==> src/rtl/spi_flash_writer.sv <==
// SPI mode-3 flash write sequencer: WREN, page-program of one byte, then RDSR
// polling until WIP clears. Stalls the CPU and owns the SPI pins while busy.
module spi_flash_writer #(
  parameter logic [7:0]  CMD_WREN   = 8'h06,
  parameter logic [7:0]  CMD_PP     = 8'h02,
  parameter logic [7:0]  CMD_RDSR   = 8'h05,
  parameter int unsigned CS_GAP     = 4,
  parameter logic [15:0] POLL_LIMIT = 16'd50000
) (
  input  logic        clk,
  input  logic        rst,
  input  logic        spi_we,
  input  logic [15:0] i_ADDRESS_BUS,
  input  logic [7:0]  i_DATA,
  input  logic        i_RW,
  input  logic        i_SPI_MISO,
  output logic        o_SPI_CLK,
  output logic        o_SPI_MOSI,
  output logic        o_SPI_CS,
  output logic        o_MemoryReady,
  output logic        o_Busy,
  output logic        o_Error
);

  localparam int unsigned     GAP_W     = (CS_GAP > 1) ? $clog2(CS_GAP) : 1;
  localparam logic [GAP_W-1:0] GAP_LAST = GAP_W'(CS_GAP - 1);
  localparam int unsigned     SR_W      = 40;
  localparam logic [5:0]      LAST_WREN = 6'd7;
  localparam logic [5:0]      LAST_PROG = 6'd39;
  localparam logic [5:0]      LAST_POLL = 6'd15;

  typedef enum logic [2:0] {
    S_IDLE, S_WREN, S_GAP1, S_PROG, S_GAP2, S_POLL, S_PGAP, S_DONE
  } state_t;

  state_t           state_q, state_d;
  logic             cs_q, cs_d, sck_q, sck_d, mosi_q, mosi_d;
  logic             rdy_q, rdy_d, busy_q, busy_d, err_q, err_d;
  logic [5:0]       bit_q, bit_d;
  logic [GAP_W-1:0] gap_q, gap_d;
  logic [15:0]      poll_q, poll_d;
  logic [23:0]      addr_q, addr_d;
  logic [7:0]       data_q, data_d;
  logic [SR_W-1:0]  tx_q, tx_d;
  logic [7:0]       rx_q, rx_d;
  logic             shifting, shift_end, gap_done;
  logic [5:0]       last_bit;

  // Next-state and next-output logic
  always_comb begin
    state_d   = state_q;
    cs_d      = cs_q;
    sck_d     = sck_q;
    mosi_d    = mosi_q;
    rdy_d     = rdy_q;
    busy_d    = busy_q;
    err_d     = err_q;
    bit_d     = bit_q;
    gap_d     = gap_q;
    poll_d    = poll_q;
    addr_d    = addr_q;
    data_d    = data_q;
    tx_d      = tx_q;
    rx_d      = rx_q;
    shift_end = 1'b0;
    gap_done  = (gap_q == GAP_LAST);

    case (state_q)
      S_PROG:  last_bit = LAST_PROG;
      S_POLL:  last_bit = LAST_POLL;
      default: last_bit = LAST_WREN;
    endcase
    shifting = (state_q == S_WREN) || (state_q == S_PROG) || (state_q == S_POLL);

    // Two clk per bit: fall and present MOSI, then rise and sample MISO
    if (shifting) begin
      if (sck_q) begin
        sck_d  = 1'b0;
        mosi_d = tx_q[SR_W-1];
        tx_d   = {tx_q[SR_W-2:0], 1'b1};
      end else begin
        sck_d = 1'b1;
        rx_d  = {rx_q[6:0], i_SPI_MISO};
        if (bit_q == last_bit) begin
          shift_end = 1'b1;
          bit_d     = '0;
          cs_d      = 1'b1;
        end else begin
          bit_d = bit_q + 6'd1;
        end
      end
    end

    case (state_q)
      S_IDLE: begin
        if (spi_we && !i_RW) begin
          addr_d  = {8'h00, i_ADDRESS_BUS};
          data_d  = i_DATA;
          err_d   = 1'b0;
          poll_d  = '0;
          busy_d  = 1'b1;
          rdy_d   = 1'b0;
          cs_d    = 1'b0;
          tx_d    = {CMD_WREN, 32'hFFFF_FFFF};
          state_d = S_WREN;
        end
      end
      S_WREN: if (shift_end) state_d = S_GAP1;
      S_GAP1: begin
        mosi_d = 1'b1;
        gap_d  = gap_done ? '0 : gap_q + GAP_W'(1);
        if (gap_done) begin
          cs_d    = 1'b0;
          tx_d    = {CMD_PP, addr_q, data_q};
          state_d = S_PROG;
        end
      end
      S_PROG: if (shift_end) state_d = S_GAP2;
      S_GAP2: begin
        mosi_d = 1'b1;
        gap_d  = gap_done ? '0 : gap_q + GAP_W'(1);
        if (gap_done) begin
          cs_d    = 1'b0;
          tx_d    = {CMD_RDSR, 32'hFFFF_FFFF};
          state_d = S_POLL;
        end
      end
      S_POLL: begin
        if (shift_end) begin
          if (i_SPI_MISO && (poll_q != 16'hFFFF)) poll_d = poll_q + 16'd1;
          state_d = S_PGAP;
        end
      end
      // First gap cycle resolves the status byte captured at the end of POLL
      S_PGAP: begin
        mosi_d = 1'b1;
        if ((gap_q == '0) && !rx_q[0]) begin
          state_d = S_DONE;
        end else if ((gap_q == '0) && (poll_q >= POLL_LIMIT)) begin
          err_d   = 1'b1;
          state_d = S_DONE;
        end else begin
          gap_d = gap_done ? '0 : gap_q + GAP_W'(1);
          if (gap_done) begin
            cs_d    = 1'b0;
            tx_d    = {CMD_RDSR, 32'hFFFF_FFFF};
            state_d = S_POLL;
          end
        end
      end
      S_DONE: begin
        rdy_d   = 1'b1;
        busy_d  = 1'b0;
        state_d = S_IDLE;
      end
      default: state_d = S_IDLE;
    endcase
  end

  // State and output registers
  always_ff @(posedge clk) begin
    if (rst) begin
      state_q <= S_IDLE;
      cs_q    <= 1'b1;
      sck_q   <= 1'b1;
      mosi_q  <= 1'b1;
      rdy_q   <= 1'b1;
      busy_q  <= 1'b0;
      err_q   <= 1'b0;
      bit_q   <= '0;
      gap_q   <= '0;
      poll_q  <= '0;
      addr_q  <= '0;
      data_q  <= '0;
      tx_q    <= '0;
      rx_q    <= '0;
    end else begin
      state_q <= state_d;
      cs_q    <= cs_d;
      sck_q   <= sck_d;
      mosi_q  <= mosi_d;
      rdy_q   <= rdy_d;
      busy_q  <= busy_d;
      err_q   <= err_d;
      bit_q   <= bit_d;
      gap_q   <= gap_d;
      poll_q  <= poll_d;
      addr_q  <= addr_d;
      data_q  <= data_d;
      tx_q    <= tx_d;
      rx_q    <= rx_d;
    end
  end

  assign o_SPI_CLK     = sck_q;
  assign o_SPI_MOSI    = mosi_q;
  assign o_SPI_CS      = cs_q;
  assign o_MemoryReady = rdy_q;
  assign o_Busy        = busy_q;
  assign o_Error       = err_q;

endmodule

==> config.mk <==
export PLATFORM = sky130hd
export DESIGN_NAME = spi_flash_writer
export DESIGN_NICKNAME = d
export VERILOG_FILES = /design/src/rtl/spi_flash_writer.sv
export SDC_FILE = /design/constraint.sdc
export NUM_CORES = 1
export LEC_CHECK = 0
export ABC_CLOCK_PERIOD_IN_PS = 2400
export CORE_MARGIN = 4
export CORE_UTILIZATION = 55
export CTS_BUF_LIST = sky130_fd_sc_hd__clkbuf_4
export DETAILED_ROUTE_END_ITERATION = 16
export PLACE_DENSITY = 0.82
export SYNTH_ARGS = -nofsm -noshare
export SYNTH_HDL_FRONTEND = slang
export SYNTH_SLANG_ARGS = --single-unit
==> constraint.sdc <==
create_clock -name clk -period 2.4 [get_ports clk]
set_input_delay 0.24 -clock clk [delete_from_list [all_inputs] [get_ports clk]]
set_output_delay 0.24 -clock clk [all_outputs]
set_load 0.05 [all_outputs]
# Word-level counts from Yosys, hierarchy flattened

Index checks and enable logic that the tools add are counted.

Word-level logic and storage cells: 108
Output and inout port bits: 6
Bits of input ports: 29
Bits in registers: 98

Reductions and logical operators: 24
$lt $le $gt $ge: 1
Add/sub/neg operators: 3
Eq/ne operators: 19
Bitwise operators: 1
Multiplexer cells: 46

Operator list:

| operator                                                   | count |
|---|---|
| two-way mux 40 bit                                         | 7 |
| one-hot mux 40 bit (4 select lines)                        | 1 |
| two-way mux 16 bit                                         | 3 |
| one-hot mux 16 bit (2 select lines)                        | 1 |
| two-way mux 3 bit                                          | 8 |
| one-hot mux 3 bit (8 select lines)                         | 1 |
| adder 16 x 1 -> 16 bit (second input constant)             | 1 |
| greater-or-equal comparator 16 bit (second input constant) | 1 |
| != test 16 bit (second input constant)                     | 1 |
| != test 2 bit (second input constant)                      | 8 |
| two-way mux 1 bit                                          | 15 |
| == test 3 bit (second input constant)                      | 4 |
| one-hot mux 6 bit (2 select lines)                         | 1 |
| AND reduction 2 bit                                        | 4 |
| AND reduction 4 bit                                        | 2 |
| nonzero test 2 bit                                         | 4 |
| adder 6 x 1 -> 6 bit (second input constant)               | 1 |
| == test 3 x 2 -> 1 bit (second input constant)             | 2 |
| == test 6 bit                                              | 1 |
| two-way mux 2 bit                                          | 3 |
| two-way mux 6 bit                                          | 1 |
| one-hot mux 1 bit (2 select lines)                         | 3 |
| AND reduction 5 bit                                        | 1 |
| logical AND 1 bit                                          | 4 |
| 14 further kinds                                           | 16 |

# Longest topological paths before layout

Gate-level depths: netlist of run 1.

Word-level depth: 10
Depth in mapped cells: 8
Mapped depth without buffers: 6

# Least setup slack after synthesis of run 1

OpenSTA, ideal clock, no wires.

Path kind: register -> register
Start: register state_q[0]
End: register poll_q[11]
Setup time: 131 ps
Clock period less this slack: 1947 ps
Data arrival time: 1816 ps
Data required time: 2269 ps
Stages on the path, launching flop included: 7
Path slack: 453 ps
Path buffers: 1
Path through: dfxtp_1 or4b_1 a221oi_2 o21ai_2 clkbuf_1 o311ai_1 o41ai_1

Cells in the longest elaborated chain, start to end: 8
Elaborated cells on any way between the ends: 17
Those cells by class: eq/ne: 7; mux: 5; reduce/logical: 5

Ends and longest elaborated chain:

| element                                                 | line       | RTL |
|---|---|---|
| from (decl)                                             | 36         | `state_t state_q, state_d;` |
| from (signal assigned)                                  | 178        | `state_q <= state_d;` |
| == test 3 bit or == test 3 x 2 -> 1 bit (tied branches) | 68, 73, 94 |  |
| one-hot mux 6 bit (2 select lines)                      | 68         | `case (state_q)` |
| == test 6 bit                                           | 84         | `if (bit_q == last_bit) begin` |
| two-way mux 1 bit                                       | 84         |  |
| two-way mux 1 bit                                       | 77         | `if (sck_q) begin` |
| two-way mux 1 bit                                       | 76         | `if (shifting) begin` |
| != test 2 bit (no source line)                          | -          |  |
| AND reduction 4 bit (no source line)                    | -          |  |
| to (signal assigned)                                    | 187        | `poll_q <= poll_d;` |
| to (decl)                                               | 41         | `logic [15:0] poll_q, poll_d;` |

Parallel ways exist; a longest one is shown, timed or not.
A chain may end at the register's enable or synchronous reset.

# Final worst setup path of run 1

Start: register state_q[0]
End: register poll_q[10]

Same word-level chain as after synthesis.

==> results of run 1 <==
## metal layers
metal / up-vias / global-route usage
li1: 2093 / -
met1: 1974 / 0.246
met2: 102 / 0.380
met3: 9 / 0.0559
met4: 0 / 0.0662
met5: - / 0
## state kept, by name, summed over array words and instances, names as in the netlist
| signal | flops |
|---|---|
| tx_q | 40 |
| addr_q | 16 |
| poll_q | 16 |
| data_q | 8 |
| bit_q | 6 |
| state_q | 3 |
| gap_q | 2 |
| o_Busy | 1 |
| o_Error | 1 |
| o_MemoryReady | 1 |
| o_SPI_CLK | 1 |
| o_SPI_CS | 1 |
| o_SPI_MOSI | 1 |
| rx_q | 1 |
## cells in the final DEF (no fill, tap or decap), drive strengths merged, types with 8 or more instances in the layout
master and instances:
nor2 44, clkbuf 10, o21ai 12, mux2 10
clkdlybuf4s50 33, nand2 125, a21oi 76, inv 8
a31o 23, o31ai 9, dfxtp 98, nand4 12
nand3 12, buf 29, nor3 12
## how the worst max path moves through the flow
| stage | from | endpoint | slack (ns) | cells after the start |
|---|---|---|---|---|
| final | state_q[0] | poll_q[10] | 0.20 | 5 |
| after global routing | poll_q[10] | tx_q[3] | 0.05 | 5 |
| after CTS | gap_q[0] | tx_q[1] | 0.04 | 6 |
| after detailed placement | spi_we | poll_q[5] | -0.03 | 6 |
| after global placement | spi_we | poll_q[4] | 0.05 | 6 |
| after floorplan | state_q[0] | poll_q[11] | 0.45 | 6 |
## stage by stage
stage / total power [µW] / cell area, µm²
after CTS: 3320 / 5290
after detailed placement: 2240 / 5100
after floorplan: 2080 / 4540
after global placement: 2220 / 5100
final: 3300 / 5290
after global routing: 3440 / 5290
## cell usage after synthesis (all sizes together), types with 2 or more instances
library cell / count
clkbuf: 31
inv: 7
nand3b: 3
nand3: 12
nor3: 12
mux2i: 7
buf: 9
and3: 4
o211ai: 3
or4: 7
xnor2: 4
o21a: 3
nor4: 2
ha: 5
dfxtp: 98
a31o: 23
mux2: 10
a21oi: 76
a21o: 2
or3: 2
a311oi: 2
nand4: 12
o311ai: 6
nand2: 125
and4: 5
nor2: 44
o21ai: 12
o31ai: 9
o41ai: 5
or2: 6
a31oi: 2
nor2b: 2
nor3b: 2
and2: 4
or3b: 3
## critical path: stages, from the launching register on
cell and delay, ns:
dfxtp_1 0.38, or4b_1 0.55, a221oi_2 0.31, o21ai_2 0.20
or4_1 0.54, a21oi_1 0.16
## cell type report
class	instances	area, µm²
Sequential cell	98	1960
Tap cell	102	128
Fill cell	653	2590
Inverter	7	26.3
Timing Repair Buffer	62	571
Clock inverter	6	114
Multi-Input combinational cell	425	2420
Clock buffer	10	75.1
## power breakdown
part	internal, µW	switching (µW)
Sequential	1720	47.7
Combinational	209	227
Clock	543	554
Total	2470	829
## kinds of logic after synthesis
kind of cell / count (synthesis)
AND/OR/NAND/NOR: 248
AO/OA/AOI/OAI: 150
flip-flops: 98
buffers and inverters: 47
multiplexers: 17
XOR/XNOR: 5
adder cells (fa/ha/maj): 5
==> flow_summary.yaml, run 1 <==
outcome:
  status: "completed"
route:
  viasPerCell: 5.88
  dr_wl_met3_um: 513
  avgRoutedWirePerCell_um: 14.3
  first_pass_iters: 5
  top_layer: "met4"
  antenna_left: 0
  drt_iter0_drc: 172
  wl_um: 10100
  drc: 0
  num_vias: 4178
  wl_met2_um: 5150
  wl_met1_um: 4360
cells_and_area:
  antenna_cells: 0
  drive_gt1_frac: 0.151
  area_growth_pct: 16.5
  finalNonFillerCells: 710
  layout.nets: 637
  final_util: 0.671
floorplanning:
  die_height_um: 98.9
  coreArea_um2: 7890
  initial_core_util: 0.576
  row_count: 32
  io_pins: 35
  die_w_um: 98.9
  dieArea_um2: 9780
synth:
  synth-async-reset-ratio: 0
  synth_edf_count: 0
  synth_top_family_by_area: "simple AND/OR/NAND/NOR gates"
  synth-simple-area-share: 0.252
  post_synth_mux_area_share: 0.0402
  syn_avg_cell_area_um2: 7.97
  synth_top_area_frac: 0.432
  synth-seq-area-share: 0.432
  ys_ff_latch: 98
  ys.flop_type: "dfxtp_1"
  synth_xor_area_frac: 0.00964
  synth_area_leader_cell: "dfxtp_1"
  synth_area_um2: 4540
  synth-compound-area-share: 0.212
  syn_inst: 570
  ys_top_cells_by_area: "dfxtp_1 (43%), nand2_1 (10%), a21oi_1 (8.4%), a31o_2 (4.4%), nor2_1 (3.6%)"
  synth_fa_ha_area_frac: 0.0138
  yosysWarningCount: 0
  syn-num-nets: 604
  ys_types: 50
timing:
  finalHoldViolCount: 0
  holdWs_ns: 0.220
  worst-slew-pin-transition_ns: 0.693
  finalCritPeriodShare: 0.919
  period_minus_slack_ns: 2.20
  setup_violations: 0
  fmax_mhz: 454
  setup_tns_ns: 0
  skew_ns: 0.0200
  slew_headroom: 0.537
  rsz0062_at_grt: "false"
  worst_slack_ns: 0.195
  drv_slew: 0
pwr:
  irDropWorstVdd_v: 0.000325
  p_leak_uw: 0.00193
  power_density_nw_per_um2: 623
worst_hold_path:
  hp-class: "in2reg"
  min_to: "bit_q[2]"
  hp-start: "rst"
  min_path_cells: 2
critical_path:
  worst-setup-path-type: "reg2reg"
  r2r_setup_slack_ns: 0.20
  worst_r2r_path_depth: 5
  start_kind: "flip-flop"
  crit_required_ns: 2.77
  arrival_ns: 2.57
  r2r-start: "state_q[0]"
  cp-end-kind: "flip-flop"
  worstPathMaxFanout: 10
  rr_endpoint: "poll_q[10]"
clock_tree:
  cts-resized-gates: 0
  htreeDepth: 3
  cts.sinks: 98
  cts-root-buf: "clkbuf_4"
  clk_latency_ns: 0.44
  clk_pin_slew_ns: 0.15
  cts_buffers: 9
  post-cts-setup-buffer-count: 0
  cts_tree: "built"
  postCtsHoldBufs: 0
  clk_path_buf_depth: 2
run:
  drv_cap: 0
grt:
  grt_usage: 0.212
  grt_pass1_vias: 4043
  overflow: 0
  grt_pass1_wl_um: 17500
  antenna_found_initial: 0
  grt_start_max_net_pins: 58
placed_design:
  io_buffer_count: 34
  dp_worst_setup_slack_ns: -0.0268
  dp.cells: 694
  place_congestion: 0.871
  dp_hpwl_um: 6730
Power figures use the tool's default switching activity.
==> inputs of run 2 (changes only) <==
--- a/config.mk
+++ b/config.mk
@@ -8,9 +8,9 @@
 export ABC_CLOCK_PERIOD_IN_PS = 2400
 export CORE_MARGIN = 4
 export CORE_UTILIZATION = 55
-export CTS_BUF_LIST = sky130_fd_sc_hd__clkbuf_4
+export CTS_BUF_LIST = sky130_fd_sc_hd__clkbuf_2 sky130_fd_sc_hd__clkbuf_4 sky130_fd_sc_hd__clkbuf_8
 export DETAILED_ROUTE_END_ITERATION = 16
-export PLACE_DENSITY = 0.82
+export PLACE_DENSITY = 0.73
 export SYNTH_ARGS = -nofsm -noshare
 export SYNTH_HDL_FRONTEND = slang
 export SYNTH_SLANG_ARGS = --single-unit
==> run 2 against run 1 <==
Net effect: flip-flop and latch count stayed put; design area is 0.38% higher; via count is 0.12% higher; die area stayed put; core utilization is 0.25 points higher; clock-buffer cell count is 1 higher; worst setup slack better by 0.060 ns; critical endpoint is now poll_q[13].
==> flow_summary.yaml, run 2 (synthesis results as in run 1) <==
grt:
  overflow: 0
  grt_start_max_net_pins: 59
  antenna_found_initial: 0
  grt_pass1_vias: 3861
  grt_pass1_wl_um: 17400
  grt_usage: 0.209
placed_design:
  dpl_cell_area_um2: 5100
  dp.cells: 696
  io_buffer_count: 34
  dp_hpwl_um: 6950
  dp_worst_setup_slack_ns: -0.0427
  place_congestion: 0.855
cells_and_area:
  layout_commonest_cell: "nand2_1"
  antenna_cells: 0
  reg.largest.list: "tx_q: 40 flops, addr_q: 16 flops, poll_q: 16 flops"
  regMostFlops: "tx_q"
  final_cell_mix: "nand2_1 (125), dfxtp_1 (98), a21oi_1 (76)"
  layout.nets: 639
  area_growth_pct: 17.0
  drive_gt1_frac: 0.154
  finalNonFillerCells: 712
  final_util: 0.674
  largest_reg_flops: 40
  fin_area_um2: 5310
clock_tree:
  post-cts-setup-buffer-count: 0
  cts.sinks: 98
  clk_latency_ns: 0.36
  htreeDepth: 3
  cts_tree: "built"
  clk_path_buf_depth: 2
  postCtsHoldBufs: 0
  cts_buffers: 9
  cts-resized-gates: 0
  clk_pin_slew_ns: 0.10
  cts-root-buf: "clkbuf_8"
critical_path:
  worstPathMaxFanout: 11
  crit_path_cell_trace: "or4b_1, a221oi_2, o21ai_2, buf_4, o311ai_1, o41ai_1"
  start_kind: "flip-flop"
  critPathSlowestCell: "or4b_1"
  worst-path-buf-inv: 1
  cp_top_family: "compound AO/OA/AOI/OAI gates"
  crit_required_ns: 2.63
  cp-end-kind: "flip-flop"
  arrival_ns: 2.38
  worst-setup-path-type: "reg2reg"
  cpPeakStageDelay_ns: 0.52
route:
  drc: 0
  antenna_left: 0
  viasPerCell: 5.88
  wl_um: 10400
  avgRoutedWirePerCell_um: 14.5
  first_pass_iters: 5
  num_vias: 4183
  drt_iter0_drc: 173
run:
  drv_cap: 0
timing:
  finalCritPeriodShare: 0.894
  drv_slew: 0
  period_minus_slack_ns: 2.14
  slew_headroom: 0.525
  rsz0062_at_grt: "false"
  setup_violations: 0
  finalHoldViolCount: 0
  fmax_mhz: 466
  skew_ns: 0.00930
  worst-slew-pin-transition_ns: 0.711
  worst_slack_ns: 0.255
pwr:
  p_leak_uw: 0.00194
  power_density_nw_per_um2: 623
  irDropWorstVdd_v: 0.000292
  p_total_uw: 3310
floorplanning:
  die_w_um: 98.9
  row_count: 32
  dieArea_um2: 9780
  initial_core_util: 0.576
  io_pins: 35
  coreArea_um2: 7890
  die_height_um: 98.9
worst_hold_path:
  hp-class: "in2reg"
outcome:
  status: "completed"
-- run 2: power breakdown --
part | internal [µW] | switching [µW]
clock network | 526 | 581
registers | 1720 | 47.9
logic | 209 | 229
-- run 2: per-stage QoR --
stage / hold slack [ns] / TNS [ns]
6_report: 0.265 / 0
3_3_place_gp: 0.441 / 0
5_1_grt: 0.285 / 0
3_5_place_dp: 0.451 / -0.0927
4_1_cts: 0.255 / 0
2_1_floorplan: 0.376 / 0
-- run 2: final timing paths --
kind	start	end	slack (ns)	depth (start not counted)
worst min register to register	addr_q[5]	addr_q[5]	0.46	2
worst max register to register	state_q[2]	poll_q[13]	0.26	6
worst min-delay path	rst	bit_q[2]	0.27	2
worst max-delay path	state_q[2]	poll_q[13]	0.26	6
-- run 2: worst reg2reg max path, delay by kind of cell, from the launching register on --
kind | cells | cell delay [ns]
AND/OR/NAND/NOR | 1 | 0.52
flip-flops | 1 | 0.34
AO/OA/AOI/OAI | 4 | 0.94
buffers and inverters | 1 | 0.22
-- run 2: area by class of cell --
| cell class | instances | area, µm² |
|---|---|---|
| clock inverter | 5 | 61.3 |
| clock buffer | 11 | 145 |
| tap | 102 | 128 |
| timing repair buffer | 64 | 573 |
| fill | 673 | 2570 |
| multi-input combinational | 425 | 2420 |
| inverter | 7 | 26.3 |
| sequential | 98 | 1960 |
-- run 2: metal layers --
layer | GRT usage | wire length (µm) | part of all wire | up-vias
li1 | - | - | - | 2099
met1 | 0.257 | 4610 | 0.45 | 1992
met2 | 0.366 | 5240 | 0.51 | 80
met3 | 0.0304 | 393 | 0.038 | 12
met4 | 0.0819 | 111 | 0.011 | 0
met5 | 0 | 0 | 0 | -
